[config.mk]
export PLATFORM = sky130hd
export DESIGN_NAME = col_readout_arbiter
export DESIGN_NICKNAME = d
export VERILOG_FILES = /design/src/rtl/etroc2_ro_pkg.sv /design/src/rtl/rr_arbiter16.sv /design/src/rtl/col_readout_arbiter.sv
export SDC_FILE = /design/constraint.sdc
export NUM_CORES = 1
export LEC_CHECK = 0
export CORE_AREA = 2 2 322 324
export CTS_CLUSTER_SIZE = 8
export DETAILED_ROUTE_END_ITERATION = 6
export DIE_AREA = 0 0 324 326
export PLACE_DENSITY_LB_ADDON = 0.12
export SYNTH_ARGS = -nofsm -noshare
export SYNTH_HDL_FRONTEND = slang
export SYNTH_SLANG_ARGS = --single-unit
[constraint.sdc]
create_clock -name clk -period 4.3 [get_ports clk]
set_input_delay 1.075 -clock clk [delete_from_list [all_inputs] [get_ports clk]]
set_output_delay 1.075 -clock clk [all_outputs]
set_load 0.005 [all_outputs]
[src/rtl/etroc2_ro_pkg.sv]
// ---------------------------------------------------------------------------
// etroc2_ro_pkg
// Shared constants and types for the ETROC2 global-readout column arbiter.
//   NCOL   : number of pixel-array columns feeding the readout
//   CDW    : width of one column data word
//   COLIDW : width of the column index carried in each output word
//   OUTW   : output word width, {colID, colWord}
//   state_e: readout controller states
// ---------------------------------------------------------------------------
package etroc2_ro_pkg;

   localparam int NCOL   = 16;
   localparam int CDW    = 46;
   localparam int COLIDW = 4;
   localparam int OUTW   = CDW + COLIDW;

   typedef enum logic [2:0] {
      S_IDLE = 3'd0,
      S_ARB  = 3'd1,
      S_READ = 3'd2,
      S_WAIT = 3'd3,
      S_OUT  = 3'd4,
      S_DONE = 3'd5
   } state_e;

endpackage

[src/rtl/rr_arbiter16.sv]
// ---------------------------------------------------------------------------
// rr_arbiter16
// Combinational round-robin pick over 16 requests. Returns the index of the
// first set request at or after the pointer, wrapping 15 -> 0.
// Ports:
//   req_i   : per-column request vector
//   ptr_i   : search start position
//   grant_o : granted column index (meaningful only when any_o = 1)
//   any_o   : at least one request is set
// ---------------------------------------------------------------------------
module rr_arbiter16
   import etroc2_ro_pkg::*;
(
   input  logic [NCOL-1:0]   req_i,
   input  logic [COLIDW-1:0] ptr_i,
   output logic [COLIDW-1:0] grant_o,
   output logic              any_o
);

   // Rotating through a doubled vector puts column ptr_i at bit 0, so the
   // lowest set bit of req_rot is the distance from the pointer to the winner.
   logic [2*NCOL-2:0] req_dbl;
   logic [NCOL-1:0]   req_rot;
   logic [COLIDW-1:0] offset;

   assign req_dbl = {req_i[NCOL-2:0], req_i};
   assign req_rot = req_dbl[ptr_i +: NCOL];

   always_comb begin
      offset = '0;
      for (int i = NCOL - 1; i >= 0; i--) begin
         if (req_rot[i]) begin
            offset = COLIDW'(i);
         end
      end
   end

   // 4-bit addition wraps naturally modulo 16.
   assign grant_o = ptr_i + offset;
   assign any_o   = |req_i;

endmodule

[src/rtl/col_readout_arbiter.sv]
// ---------------------------------------------------------------------------
// col_readout_arbiter
// Global-readout front end behind the 16-column pixel array. On each L1A it
// round-robin scans the column hit flags, strobes one column at a time,
// captures that column's word and emits {colID, word} on a valid/ready
// stream. Each event ends with a done pulse plus word count; words beyond
// MAXWORDS are still read out of the columns (drained) but not emitted.
// Ports:
//   clk, rstn    : clock, synchronous active-low reset
//   l1aStart     : one-cycle event start request
//   colHit       : per-column data-pending flags
//   colData      : 16 packed column words, column k at [CDW*k +: CDW]
//   colRead      : one-hot one-cycle column read strobe
//   dout         : {colID, colWord}
//   doutValid    : dout valid, held stable until doutReady
//   doutReady    : downstream accept
//   busy         : event in progress (accept through done cycle)
//   evtDone      : one-cycle end-of-event pulse
//   evtWordCnt   : words emitted in the last event, held until next event end
//   evtTrunc     : last event hit MAXWORDS and had data drained
//   l1aDropped   : one-cycle pulse, l1aStart seen while not idle
// ---------------------------------------------------------------------------
module col_readout_arbiter
   import etroc2_ro_pkg::*;
#(
   parameter int READLAT  = 1,
   parameter int MAXWORDS = 200,
   parameter int CNTW     = 8
) (
   input  logic                clk,
   input  logic                rstn,
   input  logic                l1aStart,
   input  logic [NCOL-1:0]     colHit,
   input  logic [NCOL*CDW-1:0] colData,
   output logic [NCOL-1:0]     colRead,
   output logic [OUTW-1:0]     dout,
   output logic                doutValid,
   input  logic                doutReady,
   output logic                busy,
   output logic                evtDone,
   output logic [CNTW-1:0]     evtWordCnt,
   output logic                evtTrunc,
   output logic                l1aDropped
);

   localparam logic [1:0]      WAIT_INIT = 2'(READLAT - 1);
   localparam logic [CNTW-1:0] MAXW_C    = CNTW'(MAXWORDS);

   state_e            state_q,     state_d;
   logic [COLIDW-1:0] ptr_q,       ptr_d;
   logic [COLIDW-1:0] grant_q,     grant_d;
   logic [CNTW-1:0]   count_q,     count_d;
   logic              trunc_q,     trunc_d;
   logic [1:0]        wait_q,      wait_d;
   logic [OUTW-1:0]   dout_q,      dout_d;
   logic [CNTW-1:0]   evt_cnt_q,   evt_cnt_d;
   logic              evt_trunc_q, evt_trunc_d;
   logic              drop_q,      drop_d;

   logic [COLIDW-1:0] arb_grant;
   logic              arb_any;
   logic [CDW-1:0]    col_word [NCOL];

   rr_arbiter16 u_rr (
      .req_i   (colHit),
      .ptr_i   (ptr_q),
      .grant_o (arb_grant),
      .any_o   (arb_any)
   );

   // Unpack the flat column bus and decode the read strobe per column.
   generate
      for (genvar gi = 0; gi < NCOL; gi++) begin : g_col
         assign col_word[gi] = colData[gi*CDW +: CDW];
         assign colRead[gi]  = (state_q == S_READ) && (grant_q == COLIDW'(gi));
      end
   endgenerate

   always_ff @(posedge clk) begin
      if (!rstn) begin
         state_q     <= S_IDLE;
         ptr_q       <= '0;
         grant_q     <= '0;
         count_q     <= '0;
         trunc_q     <= 1'b0;
         wait_q      <= '0;
         dout_q      <= '0;
         evt_cnt_q   <= '0;
         evt_trunc_q <= 1'b0;
         drop_q      <= 1'b0;
      end else begin
         state_q     <= state_d;
         ptr_q       <= ptr_d;
         grant_q     <= grant_d;
         count_q     <= count_d;
         trunc_q     <= trunc_d;
         wait_q      <= wait_d;
         dout_q      <= dout_d;
         evt_cnt_q   <= evt_cnt_d;
         evt_trunc_q <= evt_trunc_d;
         drop_q      <= drop_d;
      end
   end

   always_comb begin
      state_d     = state_q;
      ptr_d       = ptr_q;
      grant_d     = grant_q;
      count_d     = count_q;
      trunc_d     = trunc_q;
      wait_d      = wait_q;
      dout_d      = dout_q;
      evt_cnt_d   = evt_cnt_q;
      evt_trunc_d = evt_trunc_q;
      // A start request is only honoured in IDLE; anywhere else it is flagged.
      drop_d      = l1aStart && (state_q != S_IDLE);

      unique case (state_q)
         S_IDLE: begin
            if (l1aStart) begin
               ptr_d   = '0;
               count_d = '0;
               trunc_d = 1'b0;
               state_d = S_ARB;
            end
         end
         S_ARB: begin
            if (!arb_any) begin
               evt_cnt_d   = count_q;
               evt_trunc_d = trunc_q;
               state_d     = S_DONE;
            end else begin
               grant_d = arb_grant;
               ptr_d   = arb_grant + COLIDW'(1);
               state_d = S_READ;
            end
         end
         S_READ: begin
            wait_d  = WAIT_INIT;
            state_d = S_WAIT;
         end
         S_WAIT: begin
            if (wait_q != 2'd0) begin
               wait_d = wait_q - 2'd1;
            end else if (count_q < MAXW_C) begin
               dout_d  = {grant_q, col_word[grant_q]};
               state_d = S_OUT;
            end else begin
               // Over the limit: the column has already been strobed, so the
               // word is dropped here and the event is marked truncated.
               trunc_d = 1'b1;
               state_d = S_ARB;
            end
         end
         S_OUT: begin
            if (doutReady) begin
               count_d = count_q + CNTW'(1);
               state_d = S_ARB;
            end
         end
         S_DONE: begin
            state_d = S_IDLE;
         end
         default: begin
            state_d = S_IDLE;
         end
      endcase
   end

   assign busy       = (state_q != S_IDLE);
   assign doutValid  = (state_q == S_OUT);
   assign evtDone    = (state_q == S_DONE);
   assign dout       = dout_q;
   assign evtWordCnt = evt_cnt_q;
   assign evtTrunc   = evt_trunc_q;
   assign l1aDropped = drop_q;

endmodule

# Yosys cells after proc, flatten, opt, wreduce, memory -nomap -nowiden
# Index checks and enable logic that the tools add are counted.
totals:
  ff_bits: 82
  input_bits: 756
classes:
  magnitude_cmp: 2
  n_shift: 1
  n_mux: 37
  addsub: 4
  reduce_logical: 34
  n_eq_ne: 26
  n_bitwise: 3
ops:
  columns: ["cell", "count"]
  rows:
  - ["$bmux 46 s4", 1]
  - ["$mux 46", 2]
  - ["$mux 4", 18]
  - ["$eq 4x4->1 const B", 8]
  - ["$shiftx 31x5->16", 1]
  - ["$logic_and 1x1->1", 17]
  - ["$eq 4x3->1 const B", 4]
  - ["$mux 8", 2]
  - ["$pmux 8 s2", 1]
  - ["$reduce_or 16->1", 1]
  - ["$mux 3", 5]
  - ["$pmux 3 s5", 1]
  - ["$reduce_and 3->1", 4]
  - ["$ne 2x2->1 const B", 5]
  - ["$reduce_bool 2->1", 5]
  - ["$add 8x1->8 const B", 1]
  - ["$eq 4x2->1 const B", 2]
  - ["$lt 8x8->1 const B", 1]
  - ["$pmux 4 s2", 1]
  - ["$eq 3x2->1 const B", 2]
  - ["$eq 3x3->1 const B", 2]
  - ["$reduce_and 2->1", 3]
  - ["$ge 5x5->1 const B", 1]
  - ["$not 4->5", 1]
  - ["other kinds (15)", 18]

# Longest topological paths before layout
# Gate-level depths: netlist of run 1.
depth:
  ltp_word: 21
  depth_mapped: 18
  mapped_depth_nobuf: 16

# Cells and area by module
# From an unflattened synthesis of run 1, not the netlist that was laid out.
unflattened:
  cells_unflattened: 797
  hier_area_um2: 9975.8
by_module_without_submodules:
  columns: ["module", "n_inst", "cells_per_inst", "area_per_inst_um2"]
  rows:
  - ["col_readout_arbiter", 1, 698, 8794.7]
  - ["rr_arbiter16", 1, 99, 1181.1]

# Worst setup path before layout of run 1
# No wires, ideal clock.
synth_timing:
  path_type: "input-to-reg"
  startpoint: "input port colHit[11]"
  endpoint: "register ptr_q[3]"
  setup_slack_ps: -101
  t_arrival_ps: 4316
  stages: 14
  setup_time_ps: 85
  path_cell_list: "mux4_1 -> mux4_2 -> or2_2 -> a21oi_1 -> o311a_1 -> o31a_1 -> nor3_1 -> ha_1 -> inv_1 -> fa_1 -> inv_1 -> and3_1 -> xnor3_1 -> o31ai_2"
synth_via:
  elab_chain_len: 21
  elab_cells_between_ends: 24
synth_lines:
  columns: ["item", "line_no", "text"]
  rows:
  - ["start: declaration", "col_readout_arbiter.sv:33", "input logic [NCOL-1:0] colHit,"]
  - ["$shiftx 31x5->16 *", "rr_arbiter16.sv:27", "assign req_rot = req_dbl[ptr_i +: NCOL];"]
  - ["$mux 4 (15 in a row)", "rr_arbiter16.sv:32", "if (req_rot[i]) begin"]
  - ["$mux 4 *", "rr_arbiter16.sv:32", null]
  - ["$add 4x4->4 *", "rr_arbiter16.sv:39", "assign grant_o = ptr_i + offset;"]
  - ["via arb_grant[1]", "col_readout_arbiter.sv:60", "logic [COLIDW-1:0] arb_grant;"]
  - ["$add 4x1->4 *", "col_readout_arbiter.sv:134", "ptr_d = arb_grant + COLIDW'(1);"]
  - ["$mux 4 *", "col_readout_arbiter.sv:128", "if (!arb_any) begin"]
  - ["$pmux 4 s2 *", "col_readout_arbiter.sv:118", "unique case (state_q)"]
  - ["end signal: assignment", "col_readout_arbiter.sv:93", "ptr_q <= ptr_d;"]
  - ["end: declaration", "col_readout_arbiter.sv:50", "logic [COLIDW-1:0] ptr_q, ptr_d;"]
# Mark *: on every way through the listed nets, which the timed path passes. The rest lies on a longest branch. The select of a mux whose other input is x is not followed.
# A chain may end at the register's enable or synchronous reset.

# Worst setup path after layout of run 1
layout_timing:
  startpoint: "input port colHit[2]"
  endpoint: "register ptr_q[3]"
# The elaborated chain is that of the path after synthesis.

==> results.md, run 1 <==
- Layout Skew: 0.01423 ns
- Fin. max-slew vios: 0
- Synth top area share: 0.5424
- Syn avg cell area: roughly 12 um^2
- Outcome: complete, but fails checks
- Drt first-iter violations: 774
- Fin Setup TNS: -0.03271 ns
- Final WS setup: -0.03271 ns
- Worst endpoint required time: 4.59 ns
- Area leader, netlist: mux4_2
- Fraction of layout cells with a size suffix above 1: 0.2380
- Ys async rst share: 0
- Tot GR Track Use: 0.1691
- Clock Tree Root: clkbuf_16
- Hold EP: dout[4]$_SDFFE_PN0P_
- HP Start: dout[4]$_SDFFE_PN0P_
- Die width: approximately 320 um
- Footprint of the multi-input gates: 7911 um^2
- Die area: around 110,000 um^2
- Final hold violation count: 0
- VDD IR max: approximately 0.22 mV
- H-tree depth: 3
- Register area share after synthesis: 0.1654
- Critical Path End Type: flop
- Min-Delay Path Class: flop to flop
- Final period utilization: 1.008
- Synth Cell Area: approximately 9900 um^2
- Clk buf depth: 2
- Commonest cells after routing, fill and taps aside: clkdlybuf4s50_1 (818), mux4_2 (251), nand2_1 (127)
- Violated checks: setup timing
- LEAKAGE: ~6.4 nW
- Placer Congestion: 0.9842
- Worst-path clk slew: 0.07 ns
- Worst Reg-to-Reg Cells: 16
- Via count: approximately 12,000
- Fmax: around 230 MHz
- Drt total wl: approximately 90,000 um
- PwrDens: ~290 nW/um^2
- Num rows: 118
- Layout area overhead: 107.8%
- Hold slack: between 0.4 and 0.5 ns
- Total grt overflow: 0
- Final ANT Viol Nets: 0
- DRT Pass-1 Iters: 4
- Port Buffers: about 830
- YS warnings: 0
- DP Worst Slack: -0.8262 ns
- Initial antenna violation count: 54
- Flip-flop and latch area: 1657 um^2
- Final Total Pwr: between 5 and 6 mW
- Commonest non-fill, non-tap cell in the layout: clkdlybuf4s50_1
- Routed len/inst: between 20 and 30 um
- Max Cap Viol: 0
- Ports: between 800 and 900
- Worst rel slew slack: 0.3913
- Syn Nets: approximately 1,600
- Top post-synthesis cells by area: mux4_2 (54%), dfxtp_1 (17%), nand2_1 (4.8%), mux4_1 (3.7%), a21oi_1 (3.4%)
- Residual DRC: 0
- Max FO, Critical Path: 4
- Area of placed instances: between 20,000 and 25,000 um^2
- Core Util, Final: 0.2010
- Hold Path Stages: 2
- Detailed-routed wire length on met2: between 40,000 and 50,000 um
- CTS tree: built
- Vias in the first global route: between 10,000 and 15,000
- Starting Density: 0.09672
- Hpwl dp: roughly 80,000 um
- Core box area: about 100,000 um^2
- Post-Synthesis Cells: 820
- Final non-filler cell total: 3,055
- Number of vias per cell: roughly 3.8
- Placed insts: a little over 3,000
- Final instance area: around 21,000 um^2
- Final Setup Violations: 1
- DR top layer: met5
- First-pass GRT wire length: 118,400 um
- Die Y-Extent: 326 um
- Top FF cell, synth: dfxtp_1
- Met3 wire len: between 7000 and 8000 um
- Unrepaired setup endpoints after global routing: true
- Final period demand of the worst path: ~4.3 ns
- CP Class: input port to flop
- Critical R2R Capture: ptr_q[3]$_SDFFE_PN0P_
- Worst Tran Pin Value: between 0.9 and 1 ns
- Sinks on Clock Net: a little over 80
- Post-synth EDFFs: 0
- WP data arrival: between 4 and 5 ns
- Fillers: 11,110
- Worst-Skew Late Latency: 0.37 ns
- Reg2reg start: ptr_q[3]$_SDFFE_PN0P_
- CTS Buf Count: 9
- Startpoint Class: input port
- Largest net degree at the start of global routing: between 100 and 150
- Number of synthesized register bits: slightly above 80
- M1 WL: between 30,000 and 40,000 um
- Net count, final: around 2,400
- Setup slack, reg-to-reg: 0.12 ns
- Post-synth cell types: 59
[per-layer routing]
metal,vias up,GRT usage
li1,5072,-
met1,5873,0.2129
met2,549,0.2826
met3,58,0.05651
met4,20,0.02808
met5,-,0
[synth_stat cells (4+ instances only)]
master and count:
nor2b_1 4, inv_1 14, nor4_1 4, nand2b_1 8
clkbuf_1 61, mux2i_1 18, o21ai_0 6, nand2_1 127
mux4_2 239, buf_1 21, nor3_1 7, a31oi_1 4
xor2_1 6, a21oi_1 67, nand3_1 7, nand4_1 8
mux2_2 6, ha_1 6, dfxtp_1 82, nor2_1 51
a21o_1 5, mux4_1 14, nand3b_1 4
[worst max-delay path by stage]
stage / start / to / slack (ns) / depth (start not counted)
2_1_floorplan: colHit[15] / ptr_q[3]$_SDFFE_PN0P_ / 0.01 / 13
3_3_place_gp: colHit[15] / ptr_q[2]$_SDFFE_PN0P_ / -0.89 / 16
3_5_place_dp: colHit[15] / ptr_q[2]$_SDFFE_PN0P_ / -0.83 / 16
4_1_cts: colHit[2] / ptr_q[3]$_SDFFE_PN0P_ / 0.005 / 16
5_1_grt: colHit[2] / ptr_q[3]$_SDFFE_PN0P_ / -0.11 / 16
6_report: colHit[2] / ptr_q[3]$_SDFFE_PN0P_ / -0.03 / 16
[power by group]
group / internal (mW) / leakage, nW / switching [mW]
logic: 2.33 / 5.65 / 1.77
registers: 0.810 / 0.666 / 0.153
clock network: 0.401 / 0.136 / 0.409
total: 3.54 / 6.45 / 2.33
[cells by family (layout without fill, tap and decap cells)]
logic type | after synthesis | after routing | share of synthesized area
AND/OR/NAND/NOR | 235 | 235 | 0.1036
other | 0 | 11 | 0
multiplexers | 277 | 277 | 0.6044
flip-flops | 82 | 82 | 0.1654
adder cells (fa/ha/maj) | 7 | 7 | 0.009581
XOR/XNOR | 10 | 10 | 0.01021
buffers and inverters | 102 | 946 | 0.04072
AO/OA/AOI/OAI | 107 | 107 | 0.06606
[worst max-delay path: stages]
cell	delay [ns]
buf_8	0.10
mux4_2	0.51
buf_6	0.14
mux4_2	0.46
or2_4	0.27
a21oi_4	0.12
o311a_1	0.22
o31a_1	0.15
nor3_2	0.06
ha_2	0.18
inv_2	0.06
fa_2	0.44
inv_2	0.08
and3_4	0.17
xnor3_1	0.38
o31ai_2	0.21
[cell type report]
type,count,area share
flip-flops and latches,82,0.08034
clock buffers,10,0.01110
well taps,1380,0.08374
inverters,16,0.003034
clock inverters,6,0.002306
diodes,11,0.001335
repair buffers,914,0.4345
multi-input cells,636,0.3837
[state kept, by name, indices dropped and copies added, names as in the netlist, 2 cells and up]
signal      count
evtWordCnt      8
grant_q         4
ptr_q           4
wait_q          2
dout           50
state_q         3
count_q         8
[what timing repair did]
item | CTS | global route
gates cloned | 0 | 0
pin swaps | 6 | 8
setup endpoints to repair | 5 | 4
hold buffers | 0 | 0
buffers inserted | 3 | 5
gates resized for setup | 51 | 38
Power figures use the tool's default switching activity.
==> run 2, diff against run 1 <==
CTS_CLUSTER_DIAMETER = 50   (was unset)
==> results of run 2 <==
Same layout as run 1: the final DEF is identical, and so are final timing and power.
==> run 3, diff against run 2 <==
SKIP_LAST_GASP = 1   (was unset)
==> results of run 3 <==
Same layout as run 1: the final DEF is identical, and so are final timing and power.
Main changes from that run: number of gates resized after CTS 51 -> 50
